### config.mk
export PLATFORM = sky130hd
export DESIGN_NAME = unpack_sequencer
export DESIGN_NICKNAME = d
export VERILOG_FILES = /design/src/rtl/unpack_sequencer.sv
export SDC_FILE = /design/constraint.sdc
export NUM_CORES = 1
export LEC_CHECK = 0
export BUFFER_PORTS_ARGS = -buffer_cell sky130_fd_sc_hd__buf_2
export CAP_MARGIN = 40
export CORE_AREA = 10 10 200 202
export CTS_CLUSTER_SIZE = 25
export DETAILED_ROUTE_END_ITERATION = 12
export DIE_AREA = 0 0 210 212
export GPL_ROUTABILITY_DRIVEN = 0
export PLACE_DENSITY = 0.69
export SYNTH_ARGS = -nofsm -noshare
export SYNTH_HDL_FRONTEND = slang
export SYNTH_SLANG_ARGS = --single-unit
### constraint.sdc
create_clock -name clk -period 2.05 [get_ports clk]
set_input_delay 0.1025 -clock clk [delete_from_list [all_inputs] [get_ports clk]]
set_output_delay 0.1025 -clock clk [all_outputs]
set_load 0.01 [all_outputs]
### src/rtl/unpack_sequencer.sv
// Time-shares one combinational Unpacker between the FA and FB operands of an FPU op,
// capturing each result and presenting both on a valid/ready handshake.
//
// state  | meaning
// IDLE   | no operation in flight, ready for a request
// UNP_A  | FA on the Unpacker bus, result captured into a_* at the edge
// UNP_B  | FB on the Unpacker bus, result captured into b_* at the edge
// DONE   | results presented with out_valid, held until out_ready
module unpack_sequencer #(
  parameter int N = 64
) (
  input  logic         clk,
  input  logic         rst,
  input  logic         in_valid,
  output logic         in_ready,
  input  logic         in_dbs,
  input  logic         in_unary,
  input  logic         in_normal,
  input  logic [N-1:0] in_fa,
  input  logic [N-1:0] in_fb,
  output logic         up_dbs,
  output logic [N-1:0] up_x,
  output logic         up_ez,
  output logic         up_normal,
  input  logic [5:0]   up_lz,
  input  logic [52:0]  up_f,
  input  logic         up_fz,
  input  logic [51:0]  up_h,
  output logic         out_valid,
  input  logic         out_ready,
  output logic         out_dbs,
  output logic         out_unary,
  output logic [5:0]   a_lz,
  output logic [52:0]  a_f,
  output logic         a_fz,
  output logic [51:0]  a_h,
  output logic [5:0]   b_lz,
  output logic [52:0]  b_f,
  output logic         b_fz,
  output logic [51:0]  b_h
);

  typedef enum logic [1:0] {IDLE, UNP_A, UNP_B, DONE} state_t;

  state_t       state;
  logic [N-1:0] r_fa;
  logic [N-1:0] r_fb;
  logic         r_dbs;
  logic         r_unary;
  logic         r_normal;
  logic         accept;
  logic         unp_active;

  assign in_ready   = ~rst & ((state == IDLE) | ((state == DONE) & out_ready));
  assign accept     = in_valid & in_ready;
  assign unp_active = (state == UNP_A) | (state == UNP_B);

  // Bus is held at zero outside the UNP cycles so the Unpacker sees a quiet input.
  always_comb begin
    up_x      = '0;
    up_dbs    = 1'b0;
    up_normal = 1'b0;
    up_ez     = 1'b0;
    if (unp_active) begin
      up_x      = (state == UNP_A) ? r_fa : r_fb;
      up_dbs    = r_dbs;
      up_normal = r_normal;
      up_ez     = r_dbs ? (up_x[62:52] == 11'd0) : (up_x[62:55] == 8'd0);
    end
  end

  always_ff @(posedge clk) begin
    if (rst) begin
      state     <= IDLE;
      out_valid <= 1'b0;
      r_fa      <= '0;
      r_fb      <= '0;
      r_dbs     <= 1'b0;
      r_unary   <= 1'b0;
      r_normal  <= 1'b0;
      out_dbs   <= 1'b0;
      out_unary <= 1'b0;
      a_lz      <= '0;
      a_f       <= '0;
      a_fz      <= 1'b0;
      a_h       <= '0;
      b_lz      <= '0;
      b_f       <= '0;
      b_fz      <= 1'b0;
      b_h       <= '0;
    end else begin
      case (state)
        IDLE: ;
        UNP_A: begin
          a_lz <= up_lz;
          a_f  <= up_f;
          a_fz <= up_fz;
          a_h  <= up_h;
          if (r_unary) begin
            b_lz      <= '0;
            b_f       <= '0;
            b_fz      <= 1'b0;
            b_h       <= '0;
            state     <= DONE;
            out_valid <= 1'b1;
          end else begin
            state <= UNP_B;
          end
        end
        UNP_B: begin
          b_lz      <= up_lz;
          b_f       <= up_f;
          b_fz      <= up_fz;
          b_h       <= up_h;
          state     <= DONE;
          out_valid <= 1'b1;
        end
        DONE: begin
          if (out_ready) begin
            out_valid <= 1'b0;
            state     <= IDLE;
          end
        end
        default: state <= IDLE;
      endcase
      // Accepting from DONE overrides the IDLE transition, giving back-to-back ops.
      if (accept) begin
        r_fa      <= in_fa;
        r_fb      <= in_fb;
        r_dbs     <= in_dbs;
        r_unary   <= in_unary;
        r_normal  <= in_normal;
        out_dbs   <= in_dbs;
        out_unary <= in_unary;
        state     <= UNP_A;
      end
    end
  end

endmodule
==> metrics, run 1 <==
initial drt markers=1060; Yosys top cell area share=0.4804; headroom to the max-slew limit=0.4535; setup ws final=-0.08152 ns; vias in the first global route=14840; row count=70; die width=210 µm; TritonCTS Buffers=40; Final #Nets=2484; worst-margin pin slew=0.8197 ns; io pins=542; largest net degree at the start of global routing=177; XOR/XNOR Fraction of Synth Area=0; CP endpoint kind=output pin; Syn Area/Cell=10.01 µm²; leakage power=10.16 nW; CTS sink cnt=358; Final Util=0.6269; top-count cell post-synth=dfxtp_1; CP bufs+invs=5; type of the worst setup path=reg -> out; CP Launch Type=register; Worst path top cell family by delay=buffers and inverters; Reg area=7172 µm²; Worst R2R Setup Slack=0.07 ns; CP peak stage delay=0.36 ns; Synth Instances=1490; Synth Area in Simple Gates=0.1541; Max Transition Viols Final=0; setup violators final=19; DR pass1 iterations=6; # port buffers=541; flop and latch count out of synthesis=358; multiplexer area fraction after synthesis=0.2376; crit path launch=state[0]; worst path required time=1.95 ns; Top FF cell, synth=dfxtp_1; routed len/inst=22.35 µm; Worst path depth=8; H-tree levels=2; Max Fclk=469.1 MHz; slowest cell on the critical path=dfxtp_4; Power Dens Cells=1259 nW/µm²; Final Hold Slack=0.05490 ns; most common library cells after synthesis=358 x dfxtp_1, 180 x nor2_1, 176 x mux2i_1, 131 x nor2b_1, 115 x a21oi_1; most used cell, CP=buf_4; RSZ-0062 raised after global routing=true; multi-input logic area=7358 µm²; fillers=2691; sequential area share after synthesis=0.4804; Crit Path Max Fanout=4; CTS tree=done; async set or reset register ratio after synthesis=0; Detailed Route WL=61090 µm; Syn Nets=1741; Antenna Nets Post-Route=0; effective utilization at floorplan=0.4135; Via density=5.385; GRT Total Usage=0.2457; overall power=0.02847 W; reg2reg start=state[0]; Tmin final=2.132 ns; status=complete, but fails checks; largest cells by area after synthesis=dfxtp_1 48%, mux2i_1 12%, mux2_4 8.0%, nor2b_1 5.5%, nand4_1 4.7%; crit share post-route=1.040; DP Worst Slack=0.06395 ns; first-pass GRT wire length=87730 µm; grt ovf=0; Synth area leader=dfxtp_1; Placement Cell Area=18090 µm²; violated checks=negative setup slack; Ys Warns=0; max-cap check violation count=0; CP cell instances=buf_6 -> ha_4 -> buf_8 -> buf_4 -> buf_4 -> mux2i_2 -> nor2_2 -> buf_2; die area=44520 µm²; skew final=0.01189 ns; complex-gate fraction of the synthesized area=0.07883; Syn-to-layout area delta=51.64%; DR vias=14720; maximum clock path buffer count=3; Critical R2R Capture=b_f[16]; path depth of the worst reg2reg path=9; Die H=212 µm; Post-synth EDFFs=0; Critical Path AT=2.03 ns; Setup crit end=up_x[53]; core area=36080 µm²; Worst-Skew Late Latency=0.54 ns; root buffer cell=clkbuf_16; Netlist Area Pre-Place=14920 µm²; final hold vios=0; layout cells sized above 1=0.3714; post-DP HPWL=36270 µm; DRC Markers=0; Post-Synth Adder-Cell Area=0.003355; main combinational cell family by area after synthesis=multiplexers; initial antenna violation count=4; hold crit path type=in -> reg; clk slew on worst S/H paths=0.06 ns; synth unique cells=29; fin area=22620 µm²; Max rail drop VDD=864.8 µV
-- cell usage in the layout (no fill, tap or decap), types with 7 or more instances in the layout --
master         count
mux2_2            53
nand4_1          113
clkbuf_16         49
mux2i_2           10
clkinv_2           7
dfxtp_1          356
buf_2            537
a21oi_1          114
mux2i_4            8
nor2b_1          131
buf_12            16
o21ai_0          107
clkbuf_8           9
dlygate4sd3_1    246
mux2i_1          158
buf_16            10
nor2_2            14
clkbuf_1           9
buf_4             19
mux2_4            79
nor2_1           165
-- how the worst min path moves through the flow --
| stage | from | to | slack (ns) | cells past startpoint |
|---|---|---|---|---|
| global route | rst | r_fb[32] | 0.06 | 3 |
| CTS | rst | state[1] | 0.09 | 3 |
| finish | rst | r_fa[32] | 0.05 | 3 |
| floorplan | in_fa[0] | r_fa[0] | 0.25 | 1 |
| global placement | in_fb[3] | r_fb[3] | 0.33 | 2 |
| detailed placement | in_fa[63] | r_fa[63] | 0.33 | 2 |
-- per-layer routing --
metal | share of wire | vias to the layer above | GRT usage
li1 | - | 6698 | -
met1 | 0.39 | 7009 | 0.2853
met2 | 0.48 | 839 | 0.4060
met3 | 0.086 | 170 | 0.06853
met4 | 0.046 | 0 | 0.1297
met5 | 0 | - | 0
-- flip-flops by register name (all words and copies together) (netlist names) --
| register | flops |
|---|---|
| r_normal | 1 |
| b_fz | 1 |
| r_fa | 64 |
| a_lz | 6 |
| state | 2 |
| r_fb | 64 |
| a_fz | 1 |
| a_h | 52 |
| r_dbs | 1 |
| r_unary | 1 |
| b_h | 52 |
| b_f | 53 |
| a_f | 53 |
| b_lz | 6 |
| out_valid | 1 |
-- worst register-to-register path, delay by kind of cell, from the launching register on --
family          cells  cell delay (ns)
flops               1             0.36
buf+inv             5             0.77
compound gates      2             0.31
simple gates        1             0.22
fa+ha+maj           1             0.16
-- power by group --
| part | switching [W] | internal [W] |
|---|---|---|
| clock | 0.00289 | 0.00399 |
| sequential | 0.000773 | 0.00824 |
| combinational | 0.00696 | 0.00563 |
-- final cells by class --
cell class / instances / share of cell area
repair buffers: 844 / 0.2755
clock inverters: 9 / 0.002433
clock buffers: 59 / 0.05232
diodes: 6 / 0.0006637
multi-input cells: 986 / 0.3253
inverters: 3 / 0.0009402
flip-flops and latches: 358 / 0.3170
well taps: 468 / 0.02588
-- logic make-up after synthesis --
kind of cell | after synthesis
compound gates | 233
fa+ha+maj | 4
mux | 308
buf+inv | 147
simple gates | 440
flops | 358
-- timing repair --
action                                  in CTS  in global routing
pin swaps                                    5                  4
hold endpoints to repair                   357                  0
setup buffers                                6                  6
cloned                                       5                 10
endpoints found under the setup margin      67                160
gates resized for setup                     47                 39
hold buffers                               246                  0
-- per-stage QoR --
stage | setup TNS [ns] | cells
final | -0.6045 | 2733
after floorplan | 0 | 1490
after global placement | 0 | 2386
after CTS | -2.475 | 2711
after detailed placement | 0 | 2386
after global routing | -4.542 | 2730
Note: power is estimated with default switching activity, not from simulation.
==> run 2: changes to the inputs <==
Settings changed: PLACE_DENSITY 0.69 to unset, PLACE_DENSITY_LB_ADDON set to 0.1.
==> metrics, run 2 (synthesis gave the netlist of run 1 again) <==
Tmin final=2.114 ns; Die H=212 µm; max-cap check violation count=0; grt ovf=0; Critical Path AT=2.01 ns; Max Fclk=473.1 MHz; path depth of the worst reg2reg path=7; die width=210 µm; Final #Nets=2498; Via density=5.164; Final Util=0.6345; Worst path depth=8; # port buffers=541; clk slew on worst S/H paths=0.06 ns; most used cell, CP=buf_8; H-tree levels=2; CTS sink cnt=358; global routing's busiest layer=met2; setup violators final=12; TritonCTS Buffers=40; CP peak stage delay=0.33 ns; Worst-Skew Late Latency=0.52 ns; CP endpoint kind=output pin; core area=36080 µm²; vias in the first global route=14600; largest net degree at the start of global routing=183; headroom to the max-slew limit=0.4187; violated checks=negative setup slack; Syn-to-layout area delta=53.46%; met1 GRT Util=0.3056; most common cell after layout, fill and taps aside=buf_2; slowest cell on the critical path=dfxtp_2; initial antenna violation count=3; worst path required time=1.95 ns; io pins=542; final hold vios=0; root buffer cell=clkbuf_16; DR vias=14190; Worst R2R Setup Slack=0.06 ns; post-DP HPWL=38790 µm; Worst path top cell family by delay=buffers and inverters; Max Transition Viols Final=0; Setup crit end=up_ez; DR pass1 iterations=5; crit share post-route=1.031; crit path launch=state[1]; worst-margin pin slew=0.8720 ns; die area=44520 µm²; row count=70; largest registers=r_fa x64, r_fb x64; hold crit path type=in -> reg; status=complete, but fails checks; Crit Path Max Fanout=6; CP Launch Type=register; CP bufs+invs=5; initial drt markers=836; CTS tree=done; layout cells sized above 1=0.3840; reg2reg start=state[1]; M2 GR Usage=0.4097; commonest cells after routing, fill and taps aside=529 x buf_2, 356 x dfxtp_1, 246 x dlygate4sd3_1; Max rail drop VDD=814.5 µV; Power Dens Cells=1274 nW/µm²; effective utilization at floorplan=0.4135; Critical R2R Capture=r_fa[53]; leakage power=10.27 nW; CP cell instances=inv_4 -> ha_4 -> buf_12 -> buf_8 -> buf_8 -> a21oi_1 -> a211oi_2 -> buf_2; DRC Markers=0; setup ws final=-0.06381 ns; met3 usage=0.05679; skew final=0.01067 ns; Final Hold Slack=0.01303 ns; GRT Total Usage=0.2469; routed len/inst=21.74 µm; RSZ-0062 raised after global routing=true; Detailed Route WL=59750 µm; Antenna Nets Post-Route=0; first-pass GRT wire length=88240 µm; maximum clock path buffer count=3; type of the worst setup path=reg -> out
## run 2: worst min path at each step
| stage | from | to | slack [ns] | cells after the start |
|---|---|---|---|---|
| after CTS | out_ready | out_valid | 0.0008 | 4 |
| after global placement | in_fb[22] | r_fb[22] | 0.33 | 2 |
| after floorplan | in_fa[0] | r_fa[0] | 0.25 | 1 |
| after global routing | out_ready | state[0] | 0.07 | 4 |
| after detailed placement | in_fa[50] | r_fa[50] | 0.33 | 2 |
| final | out_ready | out_valid | 0.01 | 4 |
## run 2: metrics by stage
stage | instance area [µm²] | setup WS (ns) | setup TNS, ns | power (W) | instances
floorplan | 14920 | 0.1551 | 0 | 0.01503 | 1490
global placement | 18130 | 0.1445 | 0 | 0.01888 | 2392
detailed placement | 18130 | 0.07478 | 0 | 0.01895 | 2392
CTS | 22380 | -0.1087 | -0.8814 | 0.02785 | 2727
global route | 22890 | -0.1194 | -3.312 | 0.03052 | 2747
finish | 22900 | -0.06381 | -0.3017 | 0.02916 | 2748
## run 2: layer usage
layer	routed length [µm]	vias up
li1	-	6731
met1	24220	6745
met2	29170	592
met3	4174	124
met4	2178	0
met5	0	-
## run 2: tightest hold or removal path, cell delays in order
cell and delay [ns]:
buf_2 0.12, nand2b_1 0.08, o21ai_0 0.08, a21oi_1 0.11
## run 2: layout make-up
type / count / area (µm²)
clock inverter: 8 / 92.59
tap: 468 / 585.6
fill: 2891 / 13190
sequential: 358 / 7172
inverter: 3 / 26.28
multi-input combinational: 985 / 7362
timing repair buffer: 858 / 6420
clock buffer: 63 / 1219
timing repair inverter: 1 / 8.758
antenna: 4 / 10.01
## run 2: repair_timing
item                                    4_1_cts  5_1_grt
buffers inserted                             13        9
cloned                                        6        9
hold endpoints to repair                    357        0
pin swaps                                     6        9
resized for setup                            49       68
hold buffers                                246        0
endpoints found under the setup margin       66       62
## run 2: where the power goes
group          internal [W]  switching, W  leakage (nW)
Clock               0.00432       0.00285         0.645
Combinational       0.00602       0.00701          6.70
Sequential          0.00824      0.000733          2.92
==> run 3: changes to the inputs <==
Settings changed: MAX_ROUTING_LAYER set to met4.
==> metrics, run 3 (synthesis gave the netlist of run 1 again) <==
status=complete, but fails checks; violated checks=negative setup slack; slowest cell on the critical path=dfxtp_2; Max Fclk=472.7 MHz; Detailed Route WL=59450 µm; RSZ-0062 raised after global routing=true; # port buffers=541; WL met3=3515 µm; initial antenna violation count=6; commonest cells after routing, fill and taps aside=531 x buf_2, 356 x dfxtp_1, 246 x dlygate4sd3_1; DR pass1 iterations=5; Antenna Nets Post-Route=0; crit path launch=state[1]; worst-margin pin slew=0.9412 ns; vias in the first global route=14590; CP endpoint kind=output pin; Syn-to-layout area delta=52.91%; root buffer cell=clkbuf_16; row count=70; DRC Markers=0; Final Hold Slack=0.01502 ns; crit share post-route=1.032; headroom to the max-slew limit=0.3725; Sw Ratio=0.3626; Top Metal Used=met4; clk slew on worst S/H paths=0.06 ns; maximum clock path buffer count=3; DR vias=14170; die area=44520 µm²; CP peak stage delay=0.33 ns; Via density=5.157; CP Launch Type=register; Tmin final=2.115 ns; CP cell instances=inv_4 -> ha_4 -> buf_12 -> buf_8 -> buf_8 -> a21oi_1 -> a211oi_2 -> buf_2; setup ws final=-0.06550 ns; Die H=212 µm; die width=210 µm; most common cell after layout, fill and taps aside=buf_2; CTS tree=done; skew final=0.009576 ns; Max rail drop VDD=832.9 µV; combinational share of power=0.441; first-pass GRT wire length=88030 µm; CTS sink cnt=358; H-tree levels=2; leakage power=10.24 nW; Max Transition Viols Final=0; sequential share of power=0.311; met2 routed WL=28970 µm; max-cap check violation count=0; type of the worst setup path=reg -> out; io pins=542; Final Util=0.6322; worst path required time=1.95 ns; clock share of power=0.248; final hold vios=0; GRT Total Usage=0.2539; Crit Path Max Fanout=6; most used cell, CP=buf_8; largest net degree at the start of global routing=183; post-route insts no fill=2747; M1 wire length=24790 µm; initial drt markers=857; core area=36080 µm²; routed len/inst=21.64 µm; Power Dens Cells=1266 nW/µm²; largest registers=r_fa x64, r_fb x64; internal power=0.01840 W; Worst-Skew Late Latency=0.51 ns; TritonCTS Buffers=40; grt ovf=0; hold crit path type=in -> reg; effective utilization at floorplan=0.4135; reg2reg start=state[1]; setup violators final=17; P_sw=0.01047 W; Final #Nets=2494; hold_sp=out_ready; post-DP HPWL=38790 µm; Placed Instances=2392; Critical Path AT=2.01 ns; layout cells sized above 1=0.3807; overall power=0.02887 W
run 3: cell count changes in the layout (fill, tap and decap cells not counted):
cell	previous run	this run
nor2_1	137	142
buf_2	529	531
buf_8	4	3
diode_2	4	7
o21ai_0	112	113
nor2_4	5	4
o21ai_1	2	1
inv_6	1	0
buf_6	13	10
nor2_2	38	34
clkbuf_16	47	46
run 3: worst paths after layout:
| kind | endpoint | slack, ns | cells after the start |
|---|---|---|---|
| max | up_ez | -0.07 | 8 |
| min | out_valid | 0.02 | 4 |
| max reg2reg | r_fa[53] | 0.08 | 7 |
| min reg2reg | b_h[49] | 0.47 | 2 |
run 3: layer usage:
metal,global-route usage,up-vias
met2,0.4090,550
li1,-,6722
met3,0.04945,113
met5,-,-
met1,0.3107,6782
met4,0.09551,0
run 3: power groups by stage:
stage | clock [W] | combinational, W | sequential, W
after floorplan | 0 | 0.00580 | 0.00923
after global routing | 0.00760 | 0.0135 | 0.00909
final | 0.00716 | 0.0127 | 0.00897
after detailed placement | 0 | 0.00991 | 0.00904
after CTS | 0.00726 | 0.0117 | 0.00893
after global placement | 0 | 0.00986 | 0.00902
run 3: layout make-up:
type	instances	area, µm²
Antenna cell	7	17.52
Clock buffer	63	1219
Clock inverter	8	92.59
Fill cell	2910	13270
Inverter	3	26.28
Multi-Input combinational cell	985	7345
Sequential cell	358	7172
Tap cell	468	585.6
Timing Repair Buffer	855	6356
run 3: through the flow:
step	setup TNS (ns)	instance area [µm²]	worst slack, ns
finish	-0.3152	22810	-0.06550
global route	-3.280	22810	-0.1242
CTS	-0.8814	22380	-0.1087
detailed placement	0	18130	0.07478
global placement	0	18130	0.1445
floorplan	0	14920	0.1551
run 3: timing repair:
item / CTS / global route
buffers inserted: 13 / 8
hold buffers: 246 / 0
pin swaps: 6 / 9
resized for setup: 49 / 57
hold endpoints to repair: 357 / 0
endpoints found under the setup margin: 66 / 63
cloned: 6 / 6
run 3: worst max-delay path: cells and delay by family, from the launching register on:
| family | cells | cell delay (ns) |
|---|---|---|
| adder cells (fa/ha/maj) | 1 | 0.16 |
| AO/OA/AOI/OAI | 2 | 0.36 |
| flip-flops | 1 | 0.33 |
| buffers and inverters | 5 | 0.65 |
